**src/rtl/load_store_unit_pkg.sv**
```systemverilog
// Shared definitions for the load/store unit: size encodings, FSM states,
// byte-lane masks and the request decode helpers.
package load_store_unit_pkg;

   typedef enum logic [2:0] {
      LSU_B  = 3'b000,
      LSU_H  = 3'b001,
      LSU_W  = 3'b010,
      LSU_BU = 3'b100,
      LSU_HU = 3'b101
   } lsu_size_e;

   typedef enum logic [1:0] {
      ST_IDLE,
      ST_ISSUE,
      ST_WAIT,
      ST_DONE
   } lsu_state_e;

   localparam logic [3:0] MASK_B = 4'b0001;
   localparam logic [3:0] MASK_H = 4'b0011;
   localparam logic [3:0] MASK_W = 4'b1111;

   // Unsigned sizes only exist for loads, hence the store check on size[2].
   function automatic logic size_legal(input logic [2:0] size,
                                       input logic [1:0] lane,
                                       input logic       we);
      logic ok;
      case (size)
         LSU_B, LSU_BU: ok = 1'b1;
         LSU_H, LSU_HU: ok = ~lane[0];
         LSU_W:         ok = (lane == 2'b00);
         default:       ok = 1'b0;
      endcase
      return ok & ~(we & size[2]);
   endfunction

   function automatic logic [3:0] byte_mask(input logic [2:0] size,
                                            input logic [1:0] lane);
      logic [3:0] m;
      case (size)
         LSU_B, LSU_BU: m = MASK_B << lane;
         LSU_H, LSU_HU: m = MASK_H << lane;
         LSU_W:         m = MASK_W;
         default:       m = 4'b0000;
      endcase
      return m;
   endfunction

   function automatic logic [31:0] store_data(input logic [2:0]  size,
                                              input logic [31:0] wd);
      logic [31:0] d;
      case (size)
         LSU_B:   d = {4{wd[7:0]}};
         LSU_H:   d = {2{wd[15:0]}};
         default: d = wd;
      endcase
      return d;
   endfunction

endpackage

```
**src/rtl/lsu_load_align.sv**
```systemverilog
// Load-data alignment: picks the addressed byte/half out of the memory word
// and sign- or zero-extends it to 32 bits.
module lsu_load_align
   import load_store_unit_pkg::*;
(
   input  logic [31:0] mem_rd,
   input  logic [1:0]  lane,
   input  logic [2:0]  size,
   output logic [31:0] data
);

   function automatic logic [31:0] sext8(input logic signed [7:0] v);
      logic signed [31:0] w;
      w = v;
      return w;
   endfunction

   function automatic logic [31:0] sext16(input logic signed [15:0] v);
      logic signed [31:0] w;
      w = v;
      return w;
   endfunction

   logic [7:0]  byte_sel;
   logic [15:0] half_sel;

   always_comb begin
      byte_sel = mem_rd[{lane, 3'b000} +: 8];
      half_sel = lane[1] ? mem_rd[31:16] : mem_rd[15:0];
      case (size)
         LSU_B:   data = sext8(byte_sel);
         LSU_BU:  data = {24'd0, byte_sel};
         LSU_H:   data = sext16(half_sel);
         LSU_HU:  data = {16'd0, half_sel};
         LSU_W:   data = mem_rd;
         default: data = 32'd0;
      endcase
   end

endmodule

```
**src/rtl/load_store_unit.sv**
```systemverilog
// Core-side load/store unit: decodes a MEM-stage access, runs the REQ/GNT
// handshake with main memory, stalls the core and returns extended load data.
module load_store_unit
   import load_store_unit_pkg::*;
#(
   parameter int TIMEOUT_CYCLES = 16
)(
   input  logic        CLK,
   input  logic        RST,
   input  logic        REQ_IN,
   input  logic        WE_IN,
   input  logic [2:0]  SIZE,
   input  logic [31:0] A,
   input  logic [31:0] WD_IN,
   output logic [31:0] RD_OUT,
   output logic        STALL,
   output logic        ERR_OUT,
   output logic        MEM_REQ,
   output logic        MEM_WE,
   output logic [3:0]  MEM_BYTES,
   output logic [31:0] MEM_AD,
   output logic [31:0] MEM_WD,
   input  logic [31:0] MEM_RD,
   input  logic        MEM_GNT,
   input  logic        MEM_ERR
);

   localparam int CNT_W = $clog2(TIMEOUT_CYCLES) + 1;
   localparam logic [CNT_W-1:0] CNT_LAST = CNT_W'(TIMEOUT_CYCLES - 1);

   lsu_state_e        state_q, state_d;
   logic              legal;
   logic [3:0]        bytes_dec;
   logic [31:0]       wd_dec;
   logic [2:0]        size_q;
   logic [1:0]        lane_q;
   logic              we_q;
   logic [3:0]        bytes_q;
   logic [31:0]       ad_q;
   logic [31:0]       wd_q;
   logic [CNT_W-1:0]  cnt_q;
   logic [31:0]       rd_q;
   logic              err_q;
   logic [31:0]       load_data;
   logic              timeout;

   always_comb begin
      legal     = size_legal(SIZE, A[1:0], WE_IN);
      bytes_dec = byte_mask(SIZE, A[1:0]);
      wd_dec    = store_data(SIZE, WD_IN);
      timeout   = ~MEM_GNT & (cnt_q == CNT_LAST);
   end

   lsu_load_align u_align (
      .mem_rd (MEM_RD),
      .lane   (lane_q),
      .size   (size_q),
      .data   (load_data)
   );

   always_ff @(posedge CLK) begin
      if (RST) state_q <= ST_IDLE;
      else     state_q <= state_d;
   end

   // GNT has priority over the timeout on the final ISSUE cycle.
   always_comb begin
      state_d = state_q;
      case (state_q)
         ST_IDLE:  if (REQ_IN) state_d = legal ? ST_ISSUE : ST_DONE;
         ST_ISSUE: begin
            if (MEM_GNT)      state_d = ST_WAIT;
            else if (timeout) state_d = ST_DONE;
         end
         ST_WAIT:  state_d = ST_DONE;
         ST_DONE:  state_d = ST_IDLE;
         default:  state_d = ST_IDLE;
      endcase
   end

   always_ff @(posedge CLK) begin
      if (RST) begin
         size_q  <= 3'd0;
         lane_q  <= 2'd0;
         we_q    <= 1'b0;
         bytes_q <= 4'd0;
         ad_q    <= 32'd0;
         wd_q    <= 32'd0;
         cnt_q   <= '0;
         rd_q    <= 32'd0;
         err_q   <= 1'b0;
      end else begin
         case (state_q)
            ST_IDLE: begin
               if (REQ_IN && legal) begin
                  size_q  <= SIZE;
                  lane_q  <= A[1:0];
                  we_q    <= WE_IN;
                  bytes_q <= bytes_dec;
                  ad_q    <= {A[31:2], 2'b00};
                  wd_q    <= wd_dec;
                  cnt_q   <= '0;
               end else if (REQ_IN) begin
                  err_q <= 1'b1;
                  rd_q  <= 32'd0;
               end
            end
            ST_ISSUE: begin
               if (timeout) begin
                  err_q <= 1'b1;
                  rd_q  <= 32'd0;
               end else if (!MEM_GNT) begin
                  cnt_q <= cnt_q + 1'b1;
               end
            end
            ST_WAIT: begin
               err_q <= MEM_ERR;
               rd_q  <= (MEM_ERR || we_q) ? 32'd0 : load_data;
            end
            ST_DONE: begin
               err_q <= 1'b0;
               rd_q  <= 32'd0;
            end
            default: begin
               err_q <= 1'b0;
               rd_q  <= 32'd0;
            end
         endcase
      end
   end

   assign MEM_REQ   = (state_q == ST_ISSUE);
   assign MEM_WE    = we_q;
   assign MEM_BYTES = bytes_q;
   assign MEM_AD    = ad_q;
   assign MEM_WD    = wd_q;
   assign RD_OUT    = rd_q;
   assign ERR_OUT   = err_q;
   assign STALL     = REQ_IN & (state_q != ST_DONE);

endmodule

```
**config.mk**
```make
export PLATFORM = sky130hd
export DESIGN_NAME = load_store_unit
export DESIGN_NICKNAME = d
export VERILOG_FILES = /design/src/rtl/load_store_unit_pkg.sv /design/src/rtl/lsu_load_align.sv /design/src/rtl/load_store_unit.sv
export SDC_FILE = /design/constraint.sdc
export NUM_CORES = 1
export LEC_CHECK = 0
export CAP_MARGIN = 15
export CORE_MARGIN = 1
export CORE_UTILIZATION = 43
export CTS_CLUSTER_DIAMETER = 120
export CTS_CLUSTER_SIZE = 10
export DETAILED_ROUTE_END_ITERATION = 8
export PLACE_DENSITY = 0.8
export SLEW_MARGIN = 20
export SYNTH_ARGS = -nofsm -noshare
export SYNTH_HDL_FRONTEND = slang
export SYNTH_SLANG_ARGS = --single-unit
```
**constraint.sdc**
```tcl
create_clock -name CLK -period 2.9 [get_ports CLK]
set_input_delay 0.29 -clock CLK [delete_from_list [all_inputs] [get_ports CLK]]
set_output_delay 0.29 -clock CLK [all_outputs]
set_load 0.01 [all_outputs]
```
==> flow_summary.json <==
{
  "slew_headroom_pct": 30.1,
  "first_pass_iters": 9,
  "die_w_um": 111,
  "clockBufferDepth": 2,
  "drc": 29,
  "grt_pass1_wl_um": 24900,
  "slew_viol_final": 0,
  "synthArstFlopShare_pct": 0,
  "fp.coreArea_um2": 11500,
  "startpoint": "A[0]",
  "violations": "DRC",
  "synth_area_leader_cell": "dfxtp_1",
  "nNetsFinal": 863,
  "synthesis.area_um2": 5110,
  "synth.most_common_cell": "nand2_1",
  "drive_gt1_share_pct": 7.79,
  "crit_path_start_kind": "input port",
  "worst_slack_ns": 0.846,
  "numCtsBuffers": 9,
  "path_class": "input port to flop",
  "clock-root-buffer": "clkbuf_16",
  "yosys_most_used_dff": "dfxtp_1",
  "antenna_found_initial": 0,
  "cts_hold_buf": 0,
  "diodes": 0,
  "synth_edf_count": 0,
  "cts.reportedPaths.clkPinSlew_ns": 0.07,
  "cts_tree": "built",
  "cts-htree-levels": 3,
  "holdCritPathClass": "input port to flop",
  "setup_viol": 0,
  "viasPerCell": 5.50,
  "detail-route-antenna-nets": 0,
  "whs_path_depth": 2,
  "fillers": 928,
  "netlist.area_leader.share_pct": 43.9,
  "row_count": 39,
  "hold_viol_final": 0,
  "required_ns": 3.16,
  "cp.arrival_ns": 2.31,
  "grt_setup_unrepaired": "false",
  "peakVddDrop_mv": 0.318,
  "finalWirelength_um": 15400,
  "final_min_period_over_clock_period_pct": 70.8,
  "synthTopCellsByArea": "dfxtp_1, nand2_1, mux2i_1",
  "rr_worst_depth": 6,
  "worst_pin_slew_ns": 1.05,
  "numPortBuffers": 206,
  "grt_pass1_vias": 5008,
  "crit_fanout": 31,
  "start_util_pct": 44.4,
  "r2r-end": "cnt_q[0]",
  "maxCapViolCount": 0,
  "dieArea_um2": 12300,
  "fmax_mhz": 487,
  "power_w": 0.00452,
  "endpoint": "MEM_WD[20]",
  "track_usage_pct": 25.2,
  "p_leak_nw": 2.65,
  "clock_skew_ns": 0.00586,
  "wire_per_inst_um": 17.1,
  "synth_cell_types": 54,
  "final_util_pct": 65.6,
  "drt_iter0_drc": 344,
  "finalSetupTns_ns": 0,
  "power_density_nw_per_um2": 598,
  "worstSkewPairLatency_ns": 0.35,
  "vias": 4950,
  "ys_ff_latch": 112,
  "grt_start_max_net_pins": 75,
  "syn-instance-count": 568,
  "yosys_warnings": 0,
  "reg2reg_slack_ns": 0.85,
  "avgSynthCellArea_um2": 8.99,
  "grt-ovfl-total": 0,
  "pre_cts_ws_ns": 0.493,
  "synth_seq_area_share_pct": 43.9,
  "num_io_pins": 209,
  "r2r-start": "state_q[0]",
  "cts_resized": 0,
  "end_kind": "flop",
  "cts.sinks": 112,
  "gp_congestion": 0.940,
  "detailed_place_hpwl_um": 11100,
  "die_h_um": 111,
  "area_growth_pct": 48.0,
  "finalCriticalPeriod_ns": 2.05,
  "status": "finished, violations left",
  "ys_top_cells_by_count": "nand2_1, dfxtp_1, a21oi_1",
  "cts_setup_buffers": 0
}
==> sequential cells by signal (all words and copies together), names as in the netlist <==
signal,cells
RD_OUT,32
lane_q,2
state_q,2
cnt_q,5
MEM_WE,1
ERR_OUT,1
MEM_WD,32
MEM_AD,30
MEM_BYTES,4
size_q,3
==> worst min path at each step <==
stage / endpoint / startpoint / slack (ns)
after CTS: ERR_OUT / RST / 0.25
after global routing: ERR_OUT / RST / 0.28
final: ERR_OUT / RST / 0.26
after global placement: MEM_AD[26] / MEM_AD[26] / 0.44
after detailed placement: RD_OUT[8] / RD_OUT[8] / 0.45
after floorplan: lane_q[0] / A[0] / 0.43
==> where the power goes <==
part	switching, W	total, W	internal, W
Sequential	0.000101	0.00180	0.00170
Combinational	0.000723	0.00141	0.000689
Clock	0.000547	0.00131	0.000764
==> cells in the final DEF (no fill, tap or decap), types with 2 or more instances in the layout <==
cell type	count
buf_4	10
nor2_1	26
nor2b_1	3
dfxtp_1	112
clkdlybuf4s50_1	205
a211oi_1	7
a221oi_1	8
clkbuf_16	9
a22oi_1	24
a211oi_2	5
o211ai_1	9
or3_1	3
nand4_1	2
nand2b_1	4
o21ai_0	14
nor3_1	3
mux2i_1	32
nand2_1	124
clkbuf_8	4
o2bb2ai_1	33
inv_1	8
conb_1	2
and3_1	2
a311oi_2	8
mux2_2	5
ha_1	6
a21oi_1	56
buf_12	3
==> critical path, cell delays in order <==
cell and delay (ns):
clkdlybuf4s50_1 0.60, a221oi_4 0.53, o21ba_4 0.34, buf_12 0.22, nor2_1 0.08, a311oi_2 0.23
==> cell families (layout without fill, tap and decap cells) <==
| family | count (synthesis) | after routing | synth area share (%) |
|---|---|---|---|
| buffers and inverters | 56 | 244 | 5.78 |
| AO/OA/AOI/OAI | 180 | 180 | 26.5 |
| other | 1 | 2 | 0.0734 |
| flip-flops | 112 | 112 | 43.9 |
| AND/OR/NAND/NOR | 175 | 175 | 14.5 |
| multiplexers | 38 | 38 | 7.81 |
| adder cells (fa/ha/maj) | 6 | 6 | 1.47 |
==> cell type report <==
cell class | count | area (um^2) | share of cell area [%]
clock inverters | 2 | 35.0 | 0.463
well taps | 143 | 179 | 2.37
clock buffers | 14 | 284 | 3.76
repair buffers | 219 | 2190 | 29.0
flip-flops and latches | 112 | 2240 | 29.7
multi-input cells | 401 | 2590 | 34.3
inverters | 9 | 33.8 | 0.447
==> metal layers <==
metal  track usage (%)  wire [um]
met5                 0          0
met4              10.8        330
met3              8.42       1540
met2              42.8       7410
met1              28.9       6080
==> metrics by stage <==
step | instances | hold slack (ns) | cell area, um^2
after CTS | 900 | 0.248 | 7560
after detailed placement | 884 | 0.446 | 7240
after global placement | 884 | 0.442 | 7240
final | 900 | 0.262 | 7560
after floorplan | 569 | 0.426 | 5110
after global routing | 900 | 0.285 | 7560
Power figures use the tool's default switching activity.
